### src/rtl/tick_period_meter.sv
// tick_period_meter: measures cin-cycle spacing between rising edges of pin.
// Ports:
//   cin, reset (sync, active-high), pin (async pulse input)
//   period/period_valid (last spacing + 1-cycle strobe)
//   timeout (no edge seen for TIMEOUT cycles)
//   meas_count (completed measurements, wraps)
// Optional: define TICK_PERIOD_MINMAX_EN to add period_min/period_max.
module tick_period_meter #(
  parameter int unsigned WIDTH   = 32,
  parameter logic [31:0] TIMEOUT = 32'd100000000
) (
  input  logic             cin,
  input  logic             reset,
  input  logic             pin,
  output logic [WIDTH-1:0] period,
  output logic             period_valid,
  output logic             timeout,
  output logic [7:0]       meas_count
`ifdef TICK_PERIOD_MINMAX_EN
  ,
  output logic [WIDTH-1:0] period_min,
  output logic [WIDTH-1:0] period_max
`endif
);

  typedef enum logic {
    IDLE,
    MEASURE
  } state_t;

  localparam logic [WIDTH-1:0] CNT_LAST =
    WIDTH'(TIMEOUT - 32'd1);
  localparam logic [WIDTH-1:0] ONE = WIDTH'(1);

  state_t           state_q, state_d;
  logic             s1_q, s2_q, s3_q;
  logic [WIDTH-1:0] cnt_q, cnt_d;
  logic [WIDTH-1:0] period_q, period_d;
  logic             valid_q, valid_d;
  logic             tmo_q, tmo_d;
  logic [7:0]       meas_q, meas_d;

  logic             rise;
  logic             meas_done;
  logic [WIDTH-1:0] new_period;

  assign rise       = s2_q & ~s3_q;
  assign meas_done  = (state_q == MEASURE) & rise;
  // cnt counts cycles after the previous edge, so spacing is cnt+1
  assign new_period = cnt_q + ONE;

  always_ff @(posedge cin) begin
    if (reset) begin
      s1_q <= 1'b0;
      s2_q <= 1'b0;
      s3_q <= 1'b0;
    end else begin
      s1_q <= pin;
      s2_q <= s1_q;
      s3_q <= s2_q;
    end
  end

  always_comb begin
    state_d  = state_q;
    cnt_d    = cnt_q;
    period_d = period_q;
    valid_d  = 1'b0;
    tmo_d    = tmo_q;
    meas_d   = meas_q;
    unique case (state_q)
      IDLE: begin
        cnt_d = '0;
        if (rise) begin
          state_d = MEASURE;
        end
      end
      MEASURE: begin
        // an edge on the last count cycle still counts
        if (rise) begin
          period_d = new_period;
          valid_d  = 1'b1;
          meas_d   = meas_q + 8'd1;
          tmo_d    = 1'b0;
          cnt_d    = '0;
        end else if (cnt_q == CNT_LAST) begin
          tmo_d   = 1'b1;
          cnt_d   = '0;
          state_d = IDLE;
        end else begin
          cnt_d = cnt_q + ONE;
        end
      end
      default: begin
        state_d = IDLE;
        cnt_d   = '0;
      end
    endcase
  end

  always_ff @(posedge cin) begin
    if (reset) begin
      state_q  <= IDLE;
      cnt_q    <= '0;
      period_q <= '0;
      valid_q  <= 1'b0;
      tmo_q    <= 1'b0;
      meas_q   <= 8'd0;
    end else begin
      state_q  <= state_d;
      cnt_q    <= cnt_d;
      period_q <= period_d;
      valid_q  <= valid_d;
      tmo_q    <= tmo_d;
      meas_q   <= meas_d;
    end
  end

  assign period       = period_q;
  assign period_valid = valid_q;
  assign timeout      = tmo_q;
  assign meas_count   = meas_q;

`ifdef TICK_PERIOD_MINMAX_EN
  logic [WIDTH-1:0] min_q, min_d;
  logic [WIDTH-1:0] max_q, max_d;

  always_comb begin
    min_d = min_q;
    max_d = max_q;
    if (meas_done) begin
      if (new_period < min_q) min_d = new_period;
      if (new_period > max_q) max_d = new_period;
    end
  end

  always_ff @(posedge cin) begin
    if (reset) begin
      min_q <= '1;
      max_q <= '0;
    end else begin
      min_q <= min_d;
      max_q <= max_d;
    end
  end

  assign period_min = min_q;
  assign period_max = max_q;
`endif

endmodule
### config.mk
export PLATFORM = sky130hd
export DESIGN_NAME = tick_period_meter
export DESIGN_NICKNAME = d
export VERILOG_FILES = /design/src/rtl/tick_period_meter.sv
export SDC_FILE = /design/constraint.sdc
export NUM_CORES = 1
export LEC_CHECK = 0
export BUFFER_PORTS_ARGS = -buffer_cell sky130_fd_sc_hd__buf_2
export CORE_MARGIN = 5
export CORE_UTILIZATION = 45
export CTS_BUF_LIST = sky130_fd_sc_hd__clkbuf_4 sky130_fd_sc_hd__clkbuf_8
export DETAILED_ROUTE_END_ITERATION = 8
export GPL_TIMING_DRIVEN = 0
export HOLD_SLACK_MARGIN = 0.15
export PLACE_DENSITY = 0.69
export SETUP_SLACK_MARGIN = 0.4
export SYNTH_ARGS = -nofsm -noshare
export SYNTH_HDL_FRONTEND = slang
export SYNTH_SLANG_ARGS = --single-unit
### constraint.sdc
create_clock -name cin -period 2.1 [get_ports cin]
set_clock_uncertainty 0.1 [all_clocks]
set_input_delay 0.105 -clock cin [delete_from_list [all_inputs] [get_ports cin]]
set_output_delay 0.105 -clock cin [all_outputs]
set_load 0.02 [all_outputs]
---- After elaboration in Yosys (flattened, before gate mapping) ----
Cells that the tools add are included.
storage, ports and cells
  register bits after elaboration ......... 78
  input bits .............................. 3
  output and inout port bits .............. 42
operators by class
  $add $sub $neg .......................... 2
  eq/ne operators ......................... 1
  muxes and demuxes ....................... 9
  bitwise logic cells ..................... 3
  reduce and logical (&&, ||, !) cells .... 4
operators by type and width
  kind                                                    number
  two-way mux 32 bit                                      2
  case mux 32 bit (2 select lines)                        1
  adder 32 x 1 -> 32 bit (second input constant)          1
  equality test 32 x 27 -> 1 bit (second input constant)  1
  adder 8 x 1 -> 8 bit (second input constant)            1
  two-way mux 1 bit                                       5
  AND reduction 2 bit                                     2
  inverter 1 bit                                          2
  case mux 1 bit (2 select lines)                         1
  nonzero test 2 bit                                      1
  OR reduction 2 bit                                      1
  bitwise AND 1 bit                                       1

---- Logic depth before layout (Yosys ltp) ----
  depth in word-level cells ............... 4
  depth in mapped cells ................... 7
  gate-level depth less buffers ........... 6

---- Worst setup path after synthesis ----
Ideal clock, no wire load.
  path kind ............................... register to register
  from .................................... reg cnt_q[0]
  to ...................................... reg cnt_q[16]
  setup time .............................. 0.118 ns
  arrival time ............................ 1.876 ns
  data required time ...................... 1.882 ns
  path slack .............................. 0.005 ns
  cell stages (with the launch flop) ...... 8
  path buffers ............................ 1
  period minus slack after synthesis ...... 2.095 ns
  cells stage by stage .................... dfxtp_1 > ha_1 > nand3_1 > or2_1 > or4_4 > nand3_4 > buf_6 > nor2_1
between the ends
  longest elaborated chain between the ends .. 4
ends and longest elaborated chain
  item                                                                      line    source
  start: declaration                                                        37      logic [WIDTH-1:0] cnt_q, cnt_d;
  start signal: assignment                                                  111     cnt_q <= cnt_d;
  adder 32 x 1 -> 32 bit or equality test 32 x 27 -> 1 bit (tied branches)  91, 86
  two-way mux 32 bit *                                                      86      end else if (cnt_q == CNT_LAST) begin
  two-way mux 32 bit *                                                      80      if (rise) begin
  case mux 32 bit (2 select lines) *                                        71      unique case (state_q)
Mark *: on every way between the ends. The rest lies on a longest branch, timed or not.
A chain may end at the register's enable or synchronous reset.

---- Worst setup path in the final report ----
  from .................................... reg cnt_q[0]
  to ...................................... reg cnt_q[19]
The elaborated chain is that of the path after synthesis.

==> flow_metrics.env <==
export IMPL_place_area_um2=3400
export IMPL_die_y_um=92.3
export IMPL_cts_sinks=78
export IMPL_grt_usage_pct=16.9
export IMPL_start_util_pct=45.6
export IMPL_max_freq_mhz=482
export IMPL_ys_top_cells_by_count="nor2_1, dfxtp_1, a211oi_1"
export IMPL_status="finished clean"
export IMPL_post_route_util_pct=63.9
export IMPL_power_leakage_nw=1.63
export IMPL_worstPathRequired_ps=2230
export IMPL_multiInputGateArea_um2=1740
export IMPL_async_flop_share_pct=0
export IMPL_dr_pass1_iters=4
export IMPL_die_width_um=92.3
export IMPL_cts_clk_slew_worst_paths_ps=70
export IMPL_startpoint_type="flip-flop"
export IMPL_clk_insertion_delay_late_ps=340
export IMPL_synth_area_top_cells="dfxtp_1, nor2_1, xor2_1"
export IMPL_htree_levels=3
export IMPL_period_needed_ps=2070
export IMPL_grt_pass1_vias=2457
export IMPL_post_route_period_util_pct=98.8
export IMPL_numPortBuffers=44
export IMPL_rows=30
export IMPL_synth_top_area_share_pct=51.3
export IMPL_powerDensity_nw_per_um2=620
export IMPL_die_area_um2=8510
export IMPL_slew_limit_headroom_pct=63.9
export IMPL_grt_ovfl_total=0
export IMPL_setup_viol=0
export IMPL_area_growth_synth_to_final_pct=40.1
export IMPL_num_antenna_cells=0
export IMPL_gp_congestion=0.793
export IMPL_drt_iter0_drc=191
export IMPL_synth_cells=324
export IMPL_core_area_um2=6680
export IMPL_num_vias=2661
export IMPL_path_class="flip-flop to flip-flop"
export IMPL_synth_most_common_cell="nor2_1"
export IMPL_peakVddDrop_mv=0.300
export IMPL_yosys_most_used_dff="dfxtp_1"
export IMPL_final_area_um2=4270
export IMPL_dpl_hpwl_um=4680
export IMPL_synth_yosys_warnings=0
export IMPL_hold_class="flip-flop to flip-flop"
export IMPL_synth_seq_area_share_pct=51.3
export IMPL_crit_path_end_kind="flip-flop"
export IMPL_cts_tree="yes"
export IMPL_grt_pass1_wl_um=11600
export IMPL_fin_nets=416
export IMPL_cap_violations=0
export IMPL_rsz0062_at_grt="yes"
export IMPL_syn_cell_area_um2=3050
export IMPL_root_buffer="clkbuf_8"
export IMPL_whs_ps=356
export IMPL_cp_arrival_ps=2210
export IMPL_syn_area_per_cell_um2=9.40
export IMPL_slew_violations=0
export IMPL_final_fill_count=518
export IMPL_wl_per_cell_um=15.9
export IMPL_drc=0
export IMPL_crit_path_max_fanout=8
export IMPL_layout_drive_gt1_share_pct=44.7
export IMPL_syn_num_nets=329
export IMPL_worstMarginPinSlew_ps=537
export IMPL_clock_path_buffers=2
export IMPL_synth_top_area_cell="dfxtp_1"
export IMPL_wl_um=7900
export IMPL_timing_hold_violations_final=0
export IMPL_numCtsBuffers=9
export IMPL_grt_max_degree=13
export IMPL_antenna_found_initial=0
export IMPL_synth_edf_count=0
export IMPL_ios=45
export IMPL_regArea_um2=1610
export IMPL_ant_nets=0
export IMPL_synth_cell_type_count=30
export IMPL_viasPerCell=5.36
export IMPL_synth_seq_cells=78
## registers in the layout, indices dropped and copies added, names as in the netlist
signal,count
cnt_q,32
meas_count,8
period,32
period_valid,1
s1_q,1
s2_q,1
s3_q,1
state_q,1
timeout,1
## cells by family (layout without fill, tap and decap cells)
logic type	Yosys count	in the layout	share of synthesized area [%]
AND/OR/NAND/NOR	154	155	25.7
flip-flops	78	78	51.3
XOR/XNOR	37	37	10.6
AO/OA/AOI/OAI	33	33	7.97
buffers and inverters	18	109	2.96
adder cells (fa/ha/maj)	2	2	0.822
multiplexers	2	2	0.657
## report_power, final
part           total, mW  internal, mW  leakage [nW]  switching (mW)
sequential          1.49          1.48         0.641         0.00780
combinational      0.101        0.0404         0.886          0.0604
clock               1.05         0.536        0.0988           0.518
## per-layer routing
layer  global-route usage (%)  vias to the layer above  wire [um]
li1                         -                     1287          -
met1                     22.3                     1277       3420
met4                     5.82                        0        131
met3                     4.76                       15        423
met2                     26.6                       82       3920
met5                        0                        -          0
## placed cells by master, fill, tap and decap left out, types with 3 or more instances in the layout
cell type,n
nand3_2,3
a211oi_2,12
xnor2_1,7
and3_1,6
nor4_4,3
nand3_1,11
dfxtp_1,59
and2_1,4
xor2_2,12
nor2_1,58
clkbuf_8,12
buf_2,45
dfxtp_4,8
dlygate4sd3_1,3
buf_6,6
a211oi_1,19
nor2b_1,5
nor2_4,3
dfxtp_2,11
clkbuf_1,4
nor2_2,19
nand4_1,17
nand2_1,8
buf_4,23
xor2_1,17
clkbuf_2,6
## timing repair
action,CTS,global route
gates resized for setup,36,78
pin swaps,14,32
hold buffers,3,0
cloned,1,3
endpoints found under the setup margin,65,65
buffers inserted,14,11
endpoints found under the hold margin,11,0
## per-stage QoR
step           total power [mW]  TNS [ps]  setup slack (ps)  cells
2_1_floorplan              1.58         0               319    324
3_3_place_gp               1.60         0              84.2    448
3_5_place_dp               1.60         0              53.2    448
4_1_cts                    2.64         0               176    482
5_1_grt                    2.75      -122             -15.4    496
6_report                   2.64         0              26.2    496
## final cells by class
| type | instances | area share [%] |
|---|---|---|
| multi-input cells | 229 | 40.8 |
| well taps | 80 | 2.35 |
| inverters | 1 | 0.0880 |
| clock buffers | 13 | 4.05 |
| plain buffers | 17 | 2.67 |
| clock inverters | 3 | 0.411 |
| flip-flops and latches | 78 | 37.6 |
| repair buffers | 75 | 12.1 |
## worst paths after layout
kind	startpoint	to	slack, ps	cells past startpoint
max	cnt_q[0]$_SDFF_PP0_	cnt_q[19]$_SDFF_PP0_	30	7
min	s1_q$_SDFF_PP0_	s2_q$_SDFF_PP0_	360	1
max reg2reg	cnt_q[0]$_SDFF_PP0_	cnt_q[19]$_SDFF_PP0_	30	7
min reg2reg	s1_q$_SDFF_PP0_	s2_q$_SDFF_PP0_	360	1
## worst max-delay path, cell delays in order (launching register included)
cell,delay (ps)
dfxtp_4,370
ha_4,150
nand3_4,80
or2_4,260
or4_4,580
nand3_4,190
clkbuf_16,190
nor2_1,40
Note: power is estimated with default switching activity, not from simulation.
